### src/rtl/posit_mult_arbiter.sv
// posit_mult_arbiter: arbitrates two posit-multiply requesters onto one
// shared pipelined positmult unit and steers each result back to the
// requester that issued it.
//
// Ports
//   clk, rst                      clock; synchronous active-high reset
//   reqX_valid, reqX_in1/in2      requester X operand pair (X = 0,1)
//   reqX_ready                    grant, combinational from valids + priority
//   mul_in1, mul_in2, mul_start   issue to the shared multiplier
//   mul_result, mul_inf,
//   mul_zero, mul_done            multiplier outputs, LATENCY cycles after issue
//   rspX_valid                    one-cycle result strobe for requester X
//   rsp_result, rsp_inf, rsp_zero shared response data, held between strobes
//   busy                          any operation in flight
//   err                           sticky mul_done / tag mismatch flag
//
// Optional feature: define POSIT_MULT_ARBITER_DONE_CHECK_EN to compare
// mul_done against the output-stage tag every cycle; without it mul_done is
// ignored and err is tied low.
module posit_mult_arbiter #(
  parameter int unsigned N       = 32,
  parameter int unsigned ES      = 2,
  parameter int unsigned LATENCY = 4
) (
  input  logic         clk,
  input  logic         rst,
  input  logic         req0_valid,
  input  logic         req1_valid,
  input  logic [N-1:0] req0_in1,
  input  logic [N-1:0] req0_in2,
  input  logic [N-1:0] req1_in1,
  input  logic [N-1:0] req1_in2,
  output logic         req0_ready,
  output logic         req1_ready,
  output logic [N-1:0] mul_in1,
  output logic [N-1:0] mul_in2,
  output logic         mul_start,
  input  logic [N-1:0] mul_result,
  input  logic         mul_inf,
  input  logic         mul_zero,
  input  logic         mul_done,
  output logic         rsp0_valid,
  output logic         rsp1_valid,
  output logic [N-1:0] rsp_result,
  output logic         rsp_inf,
  output logic         rsp_zero,
  output logic         busy,
  output logic         err
);

  localparam int unsigned TAG_OUT = LATENCY - 1;

  typedef enum logic {
    PRI_REQ0 = 1'b0,
    PRI_REQ1 = 1'b1
  } prio_t;

  prio_t              prio;
  logic               grant0;
  logic               grant1;
  logic [LATENCY-1:0] tag_valid;
  logic [LATENCY-1:0] tag_id;

  // ES only describes the operand format seen by the multiplier.
  logic [31:0] es_unused;
  assign es_unused = 32'(ES);

  // Grant: a lone requester wins at once; on contention the pointer decides.
  always_comb begin
    grant0 = 1'b0;
    grant1 = 1'b0;
    if (!rst) begin
      grant0 = req0_valid & (!req1_valid | (prio == PRI_REQ0));
      grant1 = req1_valid & (!req0_valid | (prio == PRI_REQ1));
    end
  end

  assign req0_ready = grant0;
  assign req1_ready = grant1;
  assign mul_start  = (req0_valid & req0_ready) | (req1_valid & req1_ready);

  // Operand steering; zero when nothing is issued.
  always_comb begin
    mul_in1 = '0;
    mul_in2 = '0;
    if (grant0) begin
      mul_in1 = req0_in1;
      mul_in2 = req0_in2;
    end else if (grant1) begin
      mul_in1 = req1_in1;
      mul_in2 = req1_in2;
    end
  end

  // Pointer, tag pipeline (bit 0 = newest issue) and response stage.
  always_ff @(posedge clk) begin
    if (rst) begin
      prio       <= PRI_REQ0;
      tag_valid  <= '0;
      tag_id     <= '0;
      rsp0_valid <= 1'b0;
      rsp1_valid <= 1'b0;
      rsp_result <= '0;
      rsp_inf    <= 1'b0;
      rsp_zero   <= 1'b0;
    end else begin
      // Round-robin only moves when both contended for the slot.
      if (req0_valid & req1_valid) begin
        prio <= (prio == PRI_REQ0) ? PRI_REQ1 : PRI_REQ0;
      end
      tag_valid  <= (tag_valid << 1) | LATENCY'(mul_start);
      tag_id     <= (tag_id << 1) | LATENCY'(grant1);
      rsp0_valid <= tag_valid[TAG_OUT] & ~tag_id[TAG_OUT];
      rsp1_valid <= tag_valid[TAG_OUT] & tag_id[TAG_OUT];
      // Data only updates on a real result so it holds between strobes.
      if (tag_valid[TAG_OUT]) begin
        rsp_result <= mul_result;
        rsp_inf    <= mul_inf;
        rsp_zero   <= mul_zero;
      end
    end
  end

  assign busy = (|tag_valid) | rsp0_valid | rsp1_valid;

`ifdef POSIT_MULT_ARBITER_DONE_CHECK_EN
  // Multiplier must signal done exactly when a tagged op reaches the output.
  always_ff @(posedge clk) begin
    if (rst) begin
      err <= 1'b0;
    end else if (mul_done != tag_valid[TAG_OUT]) begin
      err <= 1'b1;
    end
  end
`else
  logic done_unused;
  assign done_unused = mul_done;
  assign err         = 1'b0;
`endif

endmodule

### config.mk
export PLATFORM = sky130hd
export DESIGN_NAME = posit_mult_arbiter
export DESIGN_NICKNAME = d
export VERILOG_FILES = /design/src/rtl/posit_mult_arbiter.sv
export SDC_FILE = /design/constraint.sdc
export NUM_CORES = 1
export LEC_CHECK = 0
export BUFFER_PORTS_ARGS = -buffer_cell sky130_fd_sc_hd__clkbuf_2
export CELL_PAD_IN_SITES_DETAIL_PLACEMENT = 1
export CELL_PAD_IN_SITES_GLOBAL_PLACEMENT = 2
export CORE_ASPECT_RATIO = 0.7
export CORE_MARGIN = 8
export CORE_UTILIZATION = 19
export CTS_CLUSTER_SIZE = 25
export DETAILED_ROUTE_END_ITERATION = 12
export MAX_ROUTING_LAYER = met4
export PLACE_DENSITY = 0.74
export SLEW_MARGIN = 20
export SYNTH_ARGS = -nofsm -noshare
export SYNTH_HDL_FRONTEND = slang
export SYNTH_SLANG_ARGS = --single-unit
### constraint.sdc
create_clock -name clk -period 1.05 [get_ports clk]
set_clock_uncertainty 0.05 [all_clocks]
set_input_delay 0.0525 -clock clk [delete_from_list [all_inputs] [get_ports clk]]
set_output_delay 0.0525 -clock clk [all_outputs]
set_load 0.01 [all_outputs]
Word level (Yosys, flattened, before mapping):

Cells that the tools add are included.
W data, S select, Z words.

* word-level logic and storage cells: 34
* output and inout bits: 105
* input port bits: 167
* register bits: 45

* reduce and logical (&&, ||, !) cells: 3
* bitwise operators: 16
* multiplexer cells: 7

Operators by type and width (number)
* $mux W32: 4
* $or A4 B1 Y4: 2
* $and A1 B1 Y1: 7
* $or A1 B1 Y1: 5
* $reduce_or A4 Y1: 1
* $mux W1: 3
* $logic_not A1 Y1: 2
* $not A1 Y1: 2

Logic depth before layout (Yosys ltp):

* depth after elaboration: 7
* mapped depth: 4
* gate-level depth less buffers: 2

Least setup slack after synthesis:

No wires, ideal clock.

* kind: register -> output
* from: reg prio
* to: out mul_in1[0]
* slack: -0.057 ns
* arrival: 1.004 ns
* buffers on the path: 2
* cell stages (with the launch flop): 5
* data required time: 0.947 ns
* cells stage by stage: dfxtp_1 -> nor2b_4 -> buf_6 -> buf_6 -> o32ai_2

* word-level cells in the longest chain between the ends: 5
* elaborated cells on any way between the ends: 9
* classes of those cells: mux (4); bitwise (5)

RTL lines
* start, declared: line 58 `prio_t prio;`
* start signal, assigned: line 109 `prio <= (prio == PRI_REQ0) ? PRI_REQ1 : PRI_REQ0;`
* $or A1 B1 Y1 / $not A1 Y1 (equally long branches)
* $and A1 B1 Y1 / $or A1 B1 Y1 (equally long branches): line 74, 73
* $mux W1 / $and A1 B1 Y1 (equally long branches): line 72, 73
* $mux W32 / $mux W1 (equally long branches): line 89, 72
* $mux W32 (*): line 86 `if (grant0) begin`
* end, declared: line 35 `output logic [N-1:0] mul_in1,`

Every way passes the cells marked *; elsewhere a longest branch is shown, timed or not.

Worst setup path in the final report:

* from: reg prio
* to: out mul_in1[3]

The elaborated chain is that of the path after synthesis.

==> summary.md <==
| Metric | Value |
|---|---|
| Status | complete, but fails checks |
| Failing checks | hold timing, setup timing |
| Starting DRT DRC Count | 69 |
| Post-synth top area share | 25.2% |
| Maxcap violations | 0 |
| Drc violations | 0 |
| Final Cell Area | a little over 0.006 mm^2 |
| GP Congestion | 0.762 |
| GRT Util Overall | roughly 13% |
| Synth Net Count | between 500 and 600 |
| Leakage | approximately 0.0026 uW |
| Reg2reg setup slack | -0.04 ns |
| Die footprint | between 0.02 and 0.025 mm^2 |
| I/O Pins | between 200 and 300 |
| Vert. Die Dim | roughly 130 um |
| Router iterations before antenna repair | 4 |
| Global-route wire length before repair | 23700 um |
| Syn Std Cell Area | ~0.0036 mm^2 |
| Share of layout cells above drive strength 1 | around 57% |
| Crit-path max FO | 17 |
| H-tree Lvls | 2 |
| Util after Layout | about a third |
| Highest metal used | met4 |
| Starting Density | between 10% and 20% |
| Final Hold Fails | 1 |
| Die X | 180 um |
| Multi-input gate area | roughly 0.0026 mm^2 |
| Met1 WL | ~6300 um |
| Hold Path Sink | rsp_result[18] |
| Post-route insts no fill | 911 |
| # port buffers | roughly 270 |
| Worst-Skew Late Latency | about 0.29 ns |
| GRT overflow | 0 |
| Setup violators final | 77 |
| DR vias/cell | 4.26 |
| WL final | ~16000 um |
| Slowest cell on crit path | dfxtp_2 |
| Hold Slack | -0.00728 ns |
| Overall power | approximately 5200 uW |
| DP Area | between 0.005 and 0.006 mm^2 |
| Yosys top cell by area | dfxtp_1 |
| Wire length on met2 | 8560 um |
| Antenna violations before repair | 1 |
| Final worst-path cycle share | 145% |
| Met3 wire len | 887 um |
| Max Clock Freq | roughly 660 MHz |
| Most frequent cells in the layout | 242 x clkbuf_2, 128 x nand2b_1, 49 x o32ai_2 |
| Pins Over Slew Limit | 0 |
| Synthesis-to-finish area growth | 71.6% |
| Worst R2R Path Depth | 4 |
| Filler cell count | 2201 |
| Detail Placement HPWL | around 12000 um |
| Total Neg Setup Slack | -29.57 ns |
| Worst Setup End Kind | output pin |
| Avg Inst Size Synth | about 9.6 um^2 |
| RR Endpoint | rsp_zero |
| Pwr Density | roughly 850 mW/mm^2 |
| Critical path launch point type | register |
| Largest net degree at the start of global routing | slightly above 50 |
| ANT nets after route | 0 |
| #FFs+latches synth | 45 |
| Maximum vdd drop | between 600 and 700 uV |
| Core Rows | 42 |
| Core area | ~0.019 mm^2 |
| Clock buffer depth | 2 |
| Reg area | 907 um^2 |
| Min Tclk post-route | between 1.5 and 2 ns |
| Reg-to-Reg Start | tag_valid[3] |
| Yosys cell types | 23 |
| Critical hold path startpoint | mul_result[18] |
| # nets final | around 830 |
| Crit-path cells | a21bo_4 -> clkbuf_16 -> o32ai_2 -> clkbuf_2 |
| Post-Place Cells | 864 |
| Commonest non-fill, non-tap cell in the layout | clkbuf_2 |
| Synth Instances | about 370 |
| Hold Path Stages | 3 |
| DR vias | 3878 |
| Clk root buf | clkbuf_16 |
| Inserted Clock Buffers | 5 |
| Worst setup path class | reg2out |
| Most area-consuming cells after synthesis | dfxtp_1 25%, nand2b_1 22%, o32ai_2 22% |
| Clk slew on worst S/H paths | around 0.06 ns |
| Vias in the first global route | 4377 |
| Worst hold path type | in2reg |
| Fraction of the yosys area taken by sequential cells | between 20% and 30% |
| Unrepaired setup endpoints after global routing | true |
| Routed len/inst | about 17 um |
| Delay of the slowest critical-path stage | approximately 0.35 ns |
| Critical path data required time | 0.95 ns |
| WP data arrival | approximately 1.4 ns |
| Worst Setup Slack, final | -0.471 ns |
| Yosys warns | 0 |
| TritonCTS Sinks | 45 |
| CTS tree | built |
[worst max-delay path, delay by kind of cell, from the launching register on]
| family | cells | cell delay, ns |
|---|---|---|
| compound gates | 2 | 0.39 |
| buf+inv | 2 | 0.40 |
| flops | 1 | 0.35 |
[Yosys cell counts (all sizes together)]
library cell  count
nand2b          128
o32ai            64
dfxtp            45
nor2             39
buf              36
mux2i            34
clkbuf            9
nor2b             7
a21bo             2
nor3              2
a21oi             1
and3b             1
conb              1
inv               1
nand2             1
nand3b            1
nor3b             1
nor4              1
[per-stage QoR]
stage                     hold slack, ns  setup slack, ns
after floorplan                    0.128          -0.0151
after global placement             0.239           -0.187
after detailed placement           0.252           -0.229
after CTS                        0.00136           -0.497
after global routing             0.00969           -0.537
final                           -0.00728           -0.471
[cells by family (layout without fill, tap and decap cells)]
family | after synthesis | in the layout | share of synthesized area (%)
AO/OA/AOI/OAI | 67 | 67 | 26.7
flip-flops | 45 | 45 | 25.2
multiplexers | 34 | 34 | 9.52
other | 1 | 2 | 0.105
AND/OR/NAND/NOR | 181 | 181 | 29.2
buffers and inverters | 46 | 340 | 9.31
[final cells by class]
cell class | count | share of cell area, %
Timing Repair Buffer | 331 | 34.9
Clock inverter | 3 | 0.347
Tap cell | 242 | 4.94
Sequential cell | 45 | 14.8
Clock buffer | 5 | 2.04
Multi-Input combinational cell | 283 | 42.8
Antenna cell | 1 | 0.0408
Inverter | 1 | 0.102
[flip-flops by register name, summed over array words and instances, names as in the netlist]
| name | flops |
|---|---|
| rsp_result | 32 |
| tag_id | 4 |
| tag_valid | 4 |
| prio | 1 |
| rsp0_valid | 1 |
| rsp1_valid | 1 |
| rsp_inf | 1 |
| rsp_zero | 1 |
[metal layers]
layer,vias up,track usage [%]
met4,0,1.56
met1,1842,13.0
met5,-,-
met3,8,3.78
li1,1908,-
met2,120,24.7
[report_power, final]
| part | switching (uW) | internal [uW] | leakage (uW) |
|---|---|---|---|
| Sequential | 23.3 | 1740 | 0.000366 |
| Combinational | 930 | 978 | 0.00221 |
| Clock | 656 | 885 | 0.0000702 |
[worst max path at each step]
stage | slack [ns] | start | end | cells past startpoint
floorplan | -0.02 | prio | mul_in1[0] | 4
global placement | -0.19 | prio | mul_in2[9] | 4
detailed placement | -0.23 | prio | mul_in2[9] | 4
CTS | -0.50 | prio | mul_in1[21] | 4
global route | -0.54 | prio | mul_in2[5] | 4
finish | -0.47 | prio | mul_in1[3] | 4
[repair_timing]
item	4_1_cts	5_1_grt
pin swaps	3	3
hold endpoints to repair	31	0
gates resized for setup	19	35
hold buffers	31	0
setup endpoints to repair	74	90
setup buffers	1	2
cloned	1	4
(Power assumes the default switching activity.)
